$ cat src/rtl/uart_rx_flow.sv
// uart_rx_flow: UART receive engine with RTS flow control.
// Receives 8N1 frames on rxd at BIT_CLK clocks per bit and holds one byte
// for a valid/ready consumer. While that byte is unconsumed, rts is held low
// so the peer transmitter pauses.
// Optional macro UART_RX_PARITY_EN adds an even-parity bit after the data
// bits and adds the parity_err output.
// Ports:
//   clk        system clock, rising edge
//   rst_n      synchronous active-low reset
//   rxd        serial input, idle high, asynchronous to clk
//   rts        1 = peer may transmit, 0 = hold off
//   rxdata     received byte, valid while rxvalid = 1
//   rxvalid    holding register full
//   rxready    consumer accepts rxdata when rxvalid & rxready
//   frame_err  one-cycle pulse, stop bit sampled low
//   overrun    one-cycle pulse, frame completed while holding register full
//   parity_err one-cycle pulse, parity mismatch (UART_RX_PARITY_EN only)
module uart_rx_flow #(
  parameter int unsigned BIT_CLK = 8
) (
  input  logic       clk,
  input  logic       rst_n,
  input  logic       rxd,
  output logic       rts,
  output logic [7:0] rxdata,
  output logic       rxvalid,
  input  logic       rxready,
  output logic       frame_err,
  output logic       overrun
`ifdef UART_RX_PARITY_EN
  ,
  output logic       parity_err
`endif
);

  localparam int unsigned HALF  = BIT_CLK / 2;
  localparam int unsigned CNT_W = $clog2(BIT_CLK + 1);
  localparam logic [CNT_W-1:0] CNT_ONE  = CNT_W'(1);
  localparam logic [CNT_W-1:0] CNT_HALF = CNT_W'(HALF);
  localparam logic [CNT_W-1:0] CNT_BIT  = CNT_W'(BIT_CLK);

  typedef enum logic [2:0] {
    S_IDLE,
    S_START,
    S_DATA,
`ifdef UART_RX_PARITY_EN
    S_PARITY,
`endif
    S_STOP
  } state_e;

  state_e            state_q, state_d;
  logic [CNT_W-1:0]  cnt_q, cnt_d;
  logic [2:0]        bit_q, bit_d;
  logic [7:0]        shift_q, shift_d;
  logic              brk_q, brk_d;
  logic              sync1_q, sync2_q;
  logic [7:0]        rxdata_q, rxdata_d;
  logic              rxvalid_q, rxvalid_d;
  logic              rts_q;
  logic              ferr_q, ferr_d;
  logic              ovr_q, ovr_d;
  logic              load;
`ifdef UART_RX_PARITY_EN
  logic              par_q, par_d;
  logic              perr_q, perr_d;
`endif

  logic rxd_s;
  assign rxd_s = sync2_q;

  // Frame sequencing, stop-bit outcome and holding-register update.
  // cnt_q counts cycles since the last sample point (1 on the cycle after it),
  // so START samples at HALF and every later bit at BIT_CLK.
  always_comb begin
    state_d = state_q;
    cnt_d   = cnt_q;
    bit_d   = bit_q;
    shift_d = shift_q;
    brk_d   = brk_q;
    ferr_d  = 1'b0;
    ovr_d   = 1'b0;
    load    = 1'b0;
`ifdef UART_RX_PARITY_EN
    par_d   = par_q;
    perr_d  = 1'b0;
`endif
    case (state_q)
      S_IDLE: begin
        cnt_d = '0;
        // After a framing error the line must be seen high once before a new start
        if (brk_q) begin
          if (rxd_s) brk_d = 1'b0;
        end else if (!rxd_s) begin
          state_d = S_START;
          cnt_d   = CNT_ONE;
        end
      end
      S_START: begin
        cnt_d = cnt_q + CNT_ONE;
        if (cnt_q == CNT_HALF) begin
          if (rxd_s) begin
            state_d = S_IDLE;
            cnt_d   = '0;
          end else begin
            state_d = S_DATA;
            cnt_d   = CNT_ONE;
            bit_d   = 3'd0;
          end
        end
      end
      S_DATA: begin
        cnt_d = cnt_q + CNT_ONE;
        if (cnt_q == CNT_BIT) begin
          shift_d = {rxd_s, shift_q[7:1]};
          cnt_d   = CNT_ONE;
          bit_d   = bit_q + 3'd1;
          if (bit_q == 3'd7) begin
`ifdef UART_RX_PARITY_EN
            state_d = S_PARITY;
`else
            state_d = S_STOP;
`endif
          end
        end
      end
`ifdef UART_RX_PARITY_EN
      S_PARITY: begin
        cnt_d = cnt_q + CNT_ONE;
        if (cnt_q == CNT_BIT) begin
          par_d   = rxd_s;
          cnt_d   = CNT_ONE;
          state_d = S_STOP;
        end
      end
`endif
      S_STOP: begin
        cnt_d = cnt_q + CNT_ONE;
        if (cnt_q == CNT_BIT) begin
          state_d = S_IDLE;
          cnt_d   = '0;
          bit_d   = 3'd0;
          if (!rxd_s) begin
            ferr_d = 1'b1;
            brk_d  = 1'b1;
          end
`ifdef UART_RX_PARITY_EN
          else if (par_q != ^shift_q) begin
            perr_d = 1'b1;
          end
`endif
          else if (rxvalid_q && !rxready) begin
            ovr_d = 1'b1;
          end else begin
            load = 1'b1;
          end
        end
      end
      default: begin
        state_d = S_IDLE;
        cnt_d   = '0;
      end
    endcase
    // A new load wins over a same-cycle consumption
    rxdata_d  = load ? shift_q : rxdata_q;
    rxvalid_d = load | (rxvalid_q & ~rxready);
  end

  // State and output registers
  always_ff @(posedge clk) begin
    if (!rst_n) begin
      state_q   <= S_IDLE;
      cnt_q     <= '0;
      bit_q     <= 3'd0;
      shift_q   <= 8'd0;
      brk_q     <= 1'b0;
      sync1_q   <= 1'b1;
      sync2_q   <= 1'b1;
      rxdata_q  <= 8'd0;
      rxvalid_q <= 1'b0;
      rts_q     <= 1'b1;
      ferr_q    <= 1'b0;
      ovr_q     <= 1'b0;
`ifdef UART_RX_PARITY_EN
      par_q     <= 1'b0;
      perr_q    <= 1'b0;
`endif
    end else begin
      state_q   <= state_d;
      cnt_q     <= cnt_d;
      bit_q     <= bit_d;
      shift_q   <= shift_d;
      brk_q     <= brk_d;
      sync1_q   <= rxd;
      sync2_q   <= sync1_q;
      rxdata_q  <= rxdata_d;
      rxvalid_q <= rxvalid_d;
      rts_q     <= ~rxvalid_d;
      ferr_q    <= ferr_d;
      ovr_q     <= ovr_d;
`ifdef UART_RX_PARITY_EN
      par_q     <= par_d;
      perr_q    <= perr_d;
`endif
    end
  end

  assign rts       = rts_q;
  assign rxdata    = rxdata_q;
  assign rxvalid   = rxvalid_q;
  assign frame_err = ferr_q;
  assign overrun   = ovr_q;
`ifdef UART_RX_PARITY_EN
  assign parity_err = perr_q;
`endif

endmodule
$ cat config.mk
export PLATFORM = sky130hd
export DESIGN_NAME = uart_rx_flow
export DESIGN_NICKNAME = d
export VERILOG_FILES = /design/src/rtl/uart_rx_flow.sv
export SDC_FILE = /design/constraint.sdc
export NUM_CORES = 1
export LEC_CHECK = 0
export BUFFER_PORTS_ARGS = -buffer_cell sky130_fd_sc_hd__buf_2
export CAP_MARGIN = 30
export CORE_MARGIN = 3
export CORE_UTILIZATION = 60
export CTS_CLUSTER_SIZE = 16
export DETAILED_ROUTE_END_ITERATION = 6
export PLACE_DENSITY = 0.82
export RECOVER_POWER = 25
export SYNTH_ARGS = -nofsm -noshare
export SYNTH_HDL_FRONTEND = slang
export SYNTH_SLANG_ARGS = --single-unit
export TNS_END_PERCENT = 20
$ cat constraint.sdc
create_clock -name clk -period 3 [get_ports clk]
set_input_delay 0.45 -clock clk [delete_from_list [all_inputs] [get_ports clk]]
set_output_delay 0.45 -clock clk [all_outputs]
set_load 0.1 [all_outputs]
==> out/metrics.cfg <==
[outcome]
status = finished, final reports clean

[clock_tree]
htreeDepth = 2
clk_latency_ps = 340
postCtsResizedCells = 0
clockBufferDepth = 2
clk_pin_slew_ps = 90
clock_sinks = 32
cts_tree = yes
postCtsSetupRepairBufs = 0
numCtsBuffers = 5
clock-root-buffer = clkbuf_4
hold_buffers = 0

[critical_path]
critPathBufInv = 1
path_cells = clkbuf_1
cp_top_family = buffers and inverters
cp-end-kind = output port
critical_path_class = register to output port
slowest_delay_ps = 860
worst-path-max-fanout = 1
arrival_ps = 1500
critPathLaunchType = register
required_ps = 2550
slowest_stage = clkbuf_1

[logic_synthesis]
synth-async-reset-ratio_pct = 0
synth_top_area_cell = dfxtp_1
ys_top_cells_by_count = 32 x dfxtp_1, 20 x nand2_1, 14 x nor2_1
syn_avg_cell_area_um2 = 9.26
netlist_top_cells_area = dfxtp_1 47%, mux2i_1 8.1%, nand2_1 5.5%
synth_top_flop_cell = dfxtp_1
ys_seq_area_share_pct = 47.1
synth_warnings = 0
synthesis.nets = 155
netlist_instances = 147
synth-seq-cells = 32
synth.most_common_cell = dfxtp_1
ys_types = 40
synth_edf_count = 0
syn_area_um2 = 1360
synth_top_area_share_pct = 47.1

[grt]
busiest_layer = met2
grt_max_degree = 20
antenna_found_initial = 0
grt_pass1_wl_um = 4300
track_usage_pct = 21.5
grt_pass1_vias = 981
met3_usage_pct = 9.14
met2_usage_pct = 33.1
met1_usage_pct = 24.4
grt_remaining_overflow = 0

[timing]
skew_ps = 12.6
hold_viol = 0
fmax_mhz = 512
tightest_slew_ps = 1160
relSlewSlack_pct = 22.7
rsz0062_at_grt = no
holdWs_ps = 295
post-route-min-period_ps = 1950
slew_violations = 0
finalSetupViolations = 0
timing.setup.tns_ps = 0
period_share_pct = 65.2

[min_path]
min_path_type = input pin to register

[drt]
wl_per_cell_um = 13.0
via_count = 1011
drc = 0
via_per_inst = 5.38
first_iter_violations = 32
firstDrtPassIters = 6
wirelength_um = 2450
antenna_left = 0

[cells_and_area]
fin_nets = 168
diodes = 0
post-route-cell-area_um2 = 1490
final_layout_size_suffix_gt1_share_pct = 16.1
area_delta_synth_final_pct = 9.47

[place]
port_buffers = 15
placed_cell_area_um2 = 1420
dp_hpwl_um = 1690
place_congestion = 0.852

[floorplanning]
die_area_um2 = 2880
die_w_um = 53.6
io_pins = 16
coreArea_um2 = 2060
rows = 16
start_util_pct = 66.0
die_h_um = 53.6

[pwr]
leakage_nw = 0.650
p_per_area_nw_per_um2 = 545
peakVddDrop_uv = 458

[job]
maxCapViolCount = 0

## state kept, by name, indices dropped and copies added, names as in the netlist, 2 cells and up
signal	count
bit_q	3
state_q	2
shift_q	8
cnt_q	4
rxdata	8
## cells in the final DEF, fill, tap and decap left out, types with 2 or more instances in the layout
master,n
dfxtp_1,32
nand2_1,20
nor2_1,14
buf_2,13
mux2i_1,11
a21oi_1,9
inv_1,5
nand3_1,5
o21ai_0,5
clkbuf_4,5
ha_1,4
nand2b_1,3
o21a_1,3
nor3_1,3
o31ai_1,2
a21boi_0,2
clkbuf_1,2
## metrics by stage
| stage | utilization, % | total power [mW] | worst slack, ps | cells |
|---|---|---|---|---|
| 2_1_floorplan | - | 0.489 | 1250 | 147 |
| 5_1_grt | 72.3 | 0.842 | 938 | 188 |
| 3_5_place_dp | 68.8 | 0.497 | 1180 | 180 |
| 6_report | 72.3 | 0.812 | 1050 | 188 |
| 4_1_cts | 72.6 | 0.820 | 1180 | 188 |
| 3_3_place_gp | 68.8 | 0.495 | 1280 | 180 |
## metal layers
metal  routed length (um)  up-vias
li1                     -      524
met1                 1050      457
met3                  156        4
met5                    0        -
met4                   31        0
met2                 1210       26
## final cells by class
| type | instances | area [um2] |
|---|---|---|
| sequential | 32 | 641 |
| multi-input combinational | 100 | 641 |
| fill | 163 | 572 |
| timing repair buffer | 15 | 72.6 |
| clock inverter | 3 | 42.5 |
| clock buffer | 5 | 37.5 |
| tap | 27 | 33.8 |
| inverter | 6 | 22.5 |
## worst paths after layout
check,start,end,slack (ps),cells past startpoint
max reg2reg,cnt_q[0],rxdata[7],1140,6
max,overrun,overrun,1050,1
min reg2reg,sync1_q,rxd_s,430,1
min,rxd,sync1_q,290,2
## report_power, final
group	switching [mW]	leakage, nW	internal (mW)	total, mW
Sequential	0.0139	0.259	0.431	0.445
Combinational	0.0256	0.350	0.0164	0.0420
Clock	0.152	0.0412	0.174	0.325
Total	0.191	0.650	0.621	0.812
## cells by family after synthesis
kind of cell | share of synthesized area (%)
buffers and inverters | 5.51
adder cells (fa/ha/maj) | 3.68
flip-flops | 47.1
multiplexers | 8.09
XOR/XNOR | 1.29
AND/OR/NAND/NOR | 21.6
AO/OA/AOI/OAI | 12.8
Note: power is estimated with default switching activity, not from simulation.
